==> src/rtl/lfsr_pkg.sv <==
`default_nettype none
// ============================================================================
//  Module      : lfsr_pkg
//  Description : Shared constants, step function and stream FSM encoding for
//                the parametrised Galois LFSR generator.
//  Revision    : 1.0 - initial release
// ============================================================================
package lfsr_pkg;

  // Galois tap masks (x^0..x^(N-1) coefficients) for common widths.
  localparam logic [31:0] c_TAPS_4  = 32'h0000_0003;  // x^4+x+1
  localparam logic [31:0] c_TAPS_8  = 32'h0000_0071;  // x^8+x^6+x^5+x^4+1
  localparam logic [31:0] c_TAPS_16 = 32'h0000_6801;  // x^16+x^14+x^13+x^11+1
  localparam logic [31:0] c_TAPS_26 = 32'h0000_0047;  // x^26+x^6+x^2+x+1
  localparam logic [31:0] c_TAPS_32 = 32'h0040_0007;  // x^32+x^22+x^2+x+1

  // Word packer occupancy: FULL means a complete word is being offered.
  typedef enum logic [0:0] {
    FILL = 1'b0,
    FULL = 1'b1
  } pack_state_e;

  // One Galois step for an n-bit register (n <= 32). The MSB is fed back to
  // bit 0 and XORed into every tapped position; taps[0] is always 1, so the
  // XOR of the whole mask also supplies next[0] = fb.
  function automatic logic [31:0] lfsr_next(input logic [31:0] state,
                                             input logic [31:0] taps,
                                             input int          n);
    logic fb;
    fb = state[5'(n - 1)];
    return (state << 1) ^ (fb ? taps : 32'h0);
  endfunction

endpackage
`default_nettype wire

==> src/rtl/lfsr_gen_if.sv <==
`default_nettype none
// ============================================================================
//  Module      : lfsr_gen_if
//  Description : Valid/ready word stream carrying packed LFSR output bits.
//  Revision    : 1.0 - initial release
// ============================================================================
interface lfsr_gen_if #(
  parameter int W = 8
);
  logic         out_valid;
  logic         out_ready;
  logic [W-1:0] out_word;

  modport master (
    output out_valid,
    output out_word,
    input  out_ready
  );

  modport slave (
    input  out_valid,
    input  out_word,
    output out_ready
  );
endinterface
`default_nettype wire

==> src/rtl/lfsr_packer.sv <==
`default_nettype none
// ============================================================================
//  Module      : lfsr_packer
//  Description : Serial-to-W-bit packer with a registered valid/ready output.
//                First bit shifted in ends up in the MSB of the word.
//  Revision    : 1.0 - initial release
// ============================================================================
module lfsr_packer
  import lfsr_pkg::*;
#(
  parameter int W = 8
) (
  input  wire logic         clk,
  input  wire logic         r,
  input  wire logic         bit_in,
  input  wire logic         bit_en,
  input  wire logic         clear,
  output logic              stall,
  output logic              out_valid,
  input  wire logic         out_ready,
  output logic [W-1:0]      out_word
);

  localparam int c_CW = $clog2(W + 1);

  pack_state_e     r_fsm;
  pack_state_e     w_fsm_nxt;
  logic [c_CW-1:0] r_cnt;
  logic [W-1:0]    r_pack;
  logic [W-1:0]    r_word;
  logic [W-1:0]    w_pack_shift;
  logic            w_complete;

  // Shift works for W=1 too: the old single bit is pushed out entirely.
  assign w_pack_shift = (r_pack << 1) | W'(bit_in);
  assign w_complete   = bit_en & (r_cnt == c_CW'(W - 1));

  // Both outputs come straight from flops; out_ready only reaches stall.
  assign out_valid = (r_fsm == FULL);
  assign out_word  = r_word;
  assign stall     = out_valid & ~out_ready;

  // Stream occupancy register.
  always_ff @(posedge clk or negedge r) begin
    if (!r) r_fsm <= FILL;
    else    r_fsm <= w_fsm_nxt;
  end

  // Next occupancy: load discards, completion refills, handshake empties.
  always_comb begin
    w_fsm_nxt = r_fsm;
    case (r_fsm)
      FILL: if (!clear && w_complete) w_fsm_nxt = FULL;
      FULL: begin
        if (clear)           w_fsm_nxt = FILL;
        else if (w_complete) w_fsm_nxt = FULL;
        else if (out_ready)  w_fsm_nxt = FILL;
      end
      default: w_fsm_nxt = FILL;
    endcase
  end

  // Bit counter, pack register and output word.
  always_ff @(posedge clk or negedge r) begin
    if (!r) begin
      r_cnt  <= '0;
      r_pack <= '0;
      r_word <= '0;
    end else if (clear) begin
      r_cnt  <= '0;
      r_pack <= '0;
    end else if (bit_en) begin
      if (w_complete) begin
        r_cnt  <= '0;
        r_pack <= '0;
        r_word <= w_pack_shift;
      end else begin
        r_cnt  <= r_cnt + c_CW'(1);
        r_pack <= w_pack_shift;
      end
    end
  end

endmodule
`default_nettype wire

==> src/rtl/lfsr_gen.sv <==
`default_nettype none
// ============================================================================
//  Module      : lfsr_gen
//  Description : Parametrised Galois LFSR (N <= 32) with loadable state,
//                zero-seed replacement and a W-bit valid/ready word output.
//  Revision    : 1.0 - initial release
// ============================================================================
module lfsr_gen
  import lfsr_pkg::*;
#(
  parameter int           N            = 26,
  parameter logic [N-1:0] TAPS         = N'(c_TAPS_26),
  parameter logic [N-1:0] DEFAULT_SEED = N'(1),
  parameter int           W            = 8
) (
  input  wire logic         clk,
  input  wire logic         r,
  input  wire logic         en,
  input  wire logic         load,
  input  wire logic [N-1:0] seed,
  output logic [N-1:0]      state,
  output logic              zero_fix,
  lfsr_gen_if.master        out_if
);

  logic [N-1:0] r_state;
  logic         r_zero_fix;
  logic         w_stall;
  logic         w_advance;
  logic         w_seed_zero;
  logic [N-1:0] w_load_val;
  logic [N-1:0] w_step;

  assign w_seed_zero = (seed == '0);
  assign w_load_val  = w_seed_zero ? DEFAULT_SEED : seed;
  assign w_step      = N'(lfsr_next(32'(r_state), 32'(TAPS), N));
  // Load wins over advance; a stalled word freezes the whole generator.
  assign w_advance   = en & ~w_stall & ~load;

  assign state    = r_state;
  assign zero_fix = r_zero_fix;

  // LFSR state: load (with zero replacement) or one Galois step.
  always_ff @(posedge clk or negedge r) begin
    if (!r)             r_state <= DEFAULT_SEED;
    else if (load)      r_state <= w_load_val;
    else if (w_advance) r_state <= w_step;
  end

  // One-cycle flag marking that a zero seed was substituted.
  always_ff @(posedge clk or negedge r) begin
    if (!r) r_zero_fix <= 1'b0;
    else    r_zero_fix <= load & w_seed_zero;
  end

  lfsr_packer #(
    .W (W)
  ) u_packer (
    .clk       (clk),
    .r         (r),
    .bit_in    (r_state[N-1]),
    .bit_en    (w_advance),
    .clear     (load),
    .stall     (w_stall),
    .out_valid (out_if.out_valid),
    .out_ready (out_if.out_ready),
    .out_word  (out_if.out_word)
  );

endmodule
`default_nettype wire

==> src/flat_wrapper.sv <==
// flat-port wrapper written by rule: the top's interface ports become plain ports
module lfsr_gen_flat import lfsr_pkg::*;
#(
  parameter int           N            = 26,
  parameter logic [N-1:0] TAPS         = N'(c_TAPS_26),
  parameter logic [N-1:0] DEFAULT_SEED = N'(1),
  parameter int           W            = 8
)
  (clk, r, en, load, seed, state, zero_fix, out_if_out_valid, out_if_out_word, out_if_out_ready);
  lfsr_gen_if #(.W(W)) out_if_i ();
  input  wire logic clk;
  input  wire logic r;
  input  wire logic en;
  input  wire logic load;
  input  wire logic [N-1:0] seed;
  output logic [N-1:0] state;
  output logic zero_fix;
  output wire logic [$bits(out_if_i.out_valid)-1:0] out_if_out_valid;
  output wire logic [$bits(out_if_i.out_word)-1:0] out_if_out_word;
  input wire logic [$bits(out_if_i.out_ready)-1:0] out_if_out_ready;
  assign out_if_out_valid = out_if_i.out_valid;
  assign out_if_out_word = out_if_i.out_word;
  assign out_if_i.out_ready = out_if_out_ready;
  lfsr_gen #(.N(N), .TAPS(TAPS), .DEFAULT_SEED(DEFAULT_SEED), .W(W)) u_core (.clk(clk), .r(r), .en(en), .load(load), .seed(seed), .state(state), .zero_fix(zero_fix), .out_if(out_if_i));
endmodule
==> config.mk <==
export PLATFORM = sky130hd
export DESIGN_NAME = lfsr_gen_flat
export DESIGN_NICKNAME = d
export VERILOG_FILES = /design/src/rtl/lfsr_pkg.sv /design/src/rtl/lfsr_gen_if.sv /design/src/rtl/lfsr_packer.sv /design/src/rtl/lfsr_gen.sv /design/src/flat_wrapper.sv
export SDC_FILE = /design/constraint.sdc
export NUM_CORES = 1
export LEC_CHECK = 0
export ABC_CLOCK_PERIOD_IN_PS = 3900
export CORE_MARGIN = 1
export CORE_UTILIZATION = 25
export CTS_BUF_LIST = sky130_fd_sc_hd__clkbuf_16
export DETAILED_ROUTE_END_ITERATION = 6
export PLACE_DENSITY = 0.53
export SLEW_MARGIN = 20
export SYNTH_ARGS = -nofsm -noshare
export SYNTH_HDL_FRONTEND = slang
export SYNTH_SLANG_ARGS = --single-unit
==> constraint.sdc <==
create_clock -name clk -period 3.9 [get_ports clk]
set_clock_uncertainty 0.2 [all_clocks]
set_input_delay 0.585 -clock clk [delete_from_list [all_inputs] [get_ports clk]]
set_output_delay 0.585 -clock clk [all_outputs]
set_load 0.01 [all_outputs]
==> results.cfg <==
[power_and_ir_drop]
netSwitchingFraction_pct = 24.8
pwr-share-comb_pct = 16.0
p_leak_nw = 1.23
powerDensity_mw_per_mm2 = 374
total_power_mw = 1.12
p_int_uw = 845
pwr-share-clk_pct = 35.6
sequentialPowerShare_pct = 48.4
p_sw_uw = 279
ir_drop_v = 0.000159

[timing]
setup_violations = 0
post-route-min-period_ps = 2470
rsz0062_at_grt = no
slew_headroom_pct = 39.9
fmax_ghz = 0.405
hold_violations = 0
fin_crit_sh_pct = 63.3
holdWs_ps = 112
fin_setup_tns_ps = 0
setup_slack_ps = 1430
slew_viol_final = 0
worst_pin_slew_ps = 901

[setup_path]
crit_buf_inv = 2
cpMaxStageDelayCell = clkdlybuf4s50_1
crit_path_end_kind = register
cp_top_family = buffers and inverters
crit_arrival_ps = 2470
rr_startpoint = u_core.u_packer.out_valid
regToRegSetupSlack_ps = 1870
startpoint = load
cp.required_ps = 3900
startpoint_type = primary input
reg2reg_depth = 4
critPathMaxFanout = 45
reg2reg_to = u_core.u_packer.r_cnt[0]
crit_path_end = u_core.u_packer.r_cnt[3]
crit_chain = clkdlybuf4s50_1 > inv_2 > o21ai_0 > a31oi_1
critPathKind = primary input to register
cp.depth = 4
critPathMaxStageDelay_ps = 700

[global_routing]
antenna_found_initial = 0
grt_pass1_vias = 1788
grt_overflow = 0
grt_max_degree = 48
grt_first_pass_wirelength_mm = 9.34
grt_util_all_layers_pct = 13.8

[clocking]
cts_tree = done
root_buffer = clkbuf_16
cts_sinks = 47
cts_buffer_depth = 2
postCtsSetupBuffers = 0
cts_resized = 0
path_clk_slew_ps = 60
cts_buffers = 5
insertion_delay_ps = 280
hold_buffers = 0
htreeDepth = 2

[synth]
yosys.area.top_type_share_pct = 53.5
yosys.area.top_type = dfrtp_1
netlist_area_mm2 = 0.00215
ys_seq_area_share_pct = 54.7
synth_nets = 249
synthTopCellsByArea = dfrtp_1, o21ai_0, a31oi_1, nand3_1, mux2_2
yosysUniqueCellTypes = 34
ys_ff_latch = 47
syn-mean-instance-area_um2 = 9.92
syn-instance-count = 217
yosysWarnings = 0

[outcome]
status = finished, final reports clean

[placement]
place_congestion = 0.774
dp_cells = 371
port_buffers = 66
place_hpwl_mm = 4.09
place_area_mm2 = 0.00286
place_ws_ps = 1130

[finish]
drive_above_1_share_pct = 7.66
mostFrequentLayoutCell = clkdlybuf4s50_1
final_cell_area_mm2 = 0.00300
area_delta_synth_final_pct = 39.4
fin_util_pct = 36.3
layout_common_cells = clkdlybuf4s50_1, dfrtp_1, o21ai_0
nets = 305
fin_cells = 379
num_antenna_cells = 0

[job]
drv_cap = 0

[die]
num_rows = 33
ios = 67
die_h_um = 94.8
initial_utilization_pct = 26.1
die_x_um = 94.8
core_mm2 = 0.00826
dieArea_mm2 = 0.00899

[drt]
avgRoutedWirePerCell_um = 16.2
drt_iter0_drc = 146
drcViolationCount = 0
avgViaCountPerCell = 5.03
routed-via-count = 1907
antenna_left = 0
dr.pass1.iters = 4
wl_mm = 6.14

[hold_path]
hold_class = primary input to asynchronous set/reset pin
-- power groups by stage --
stage	Combinational (mW)	Sequential, mW	Clock, mW
6_report	0.180	0.544	0.400
2_1_floorplan	0.0630	0.556	0
5_1_grt	0.197	0.548	0.426
3_3_place_gp	0.181	0.553	0
3_5_place_dp	0.182	0.552	0
4_1_cts	0.182	0.544	0.412
-- worst min-delay path by stage --
stage / start / endpoint / slack [ps] / cells past startpoint
5_1_grt: r / u_core.state[13] / 170 / 1
4_1_cts: u_core.u_packer.out_word[2] / u_core.u_packer.out_word[2] / 310 / 1
2_1_floorplan: r / u_core.state[10] / 90 / 0
3_5_place_dp: u_core.u_packer.out_word[2] / u_core.u_packer.out_word[2] / 300 / 1
3_3_place_gp: u_core.u_packer.out_word[2] / u_core.u_packer.out_word[2] / 290 / 1
6_report: r / u_core.u_packer.out_word[4] / 110 / 1
-- kinds of logic (layout without fill, tap and decap cells) --
kind of cell | after synthesis | after routing | synth area share (%)
mux | 9 | 9 | 4.71
compound gates | 67 | 67 | 18.7
simple gates | 70 | 70 | 16.3
buf+inv | 23 | 80 | 5.00
flops | 47 | 47 | 54.7
fa+ha+maj | 1 | 1 | 0.581
-- Yosys cell counts --
cell type,instances
nor3b_1,1
o21ai_1,1
nor2b_1,1
buf_2,2
nor4b_1,1
o31ai_1,1
dfstp_2,1
nand3_1,25
a22o_1,7
mux2_2,9
buf_6,2
inv_2,2
clkbuf_1,14
nand2b_1,1
nor3_1,1
nand4_2,1
o21ai_0,29
buf_4,1
and3_1,2
dfrtp_1,46
nor4_1,5
nand4_1,2
nand3b_1,1
nand2_1,4
nor2_1,23
a31oi_1,23
a41oi_1,1
o221ai_1,1
or4_1,1
inv_1,2
and2b_1,1
a21oi_1,3
a22oi_1,1
ha_1,1
-- layer usage --
layer | up-vias | track usage (%) | part of all wire (%)
li1 | 915 | - | -
met4 | 0 | 4.67 | 1.1
met3 | 5 | 2.90 | 4.6
met1 | 923 | 19.2 | 48
met2 | 64 | 21.3 | 47
met5 | - | 0 | 0
-- registers in the layout (all words and copies together) (netlist names) --
register / cells
u_core.state: 26
u_core.u_packer.out_word: 8
u_core.u_packer.r_pack: 7
u_core.u_packer.r_cnt: 4
u_core.u_packer.out_valid: 1
u_core.zero_fix: 1
-- layout make-up --
class | count | area (um2)
tap | 105 | 131
clock inverter | 3 | 11.3
fill | 869 | 5260
inverter | 4 | 15.0
timing repair buffer | 68 | 673
sequential | 47 | 1180
multi-input combinational | 147 | 868
clock buffer | 5 | 125
Note: power is estimated with default switching activity, not from simulation.
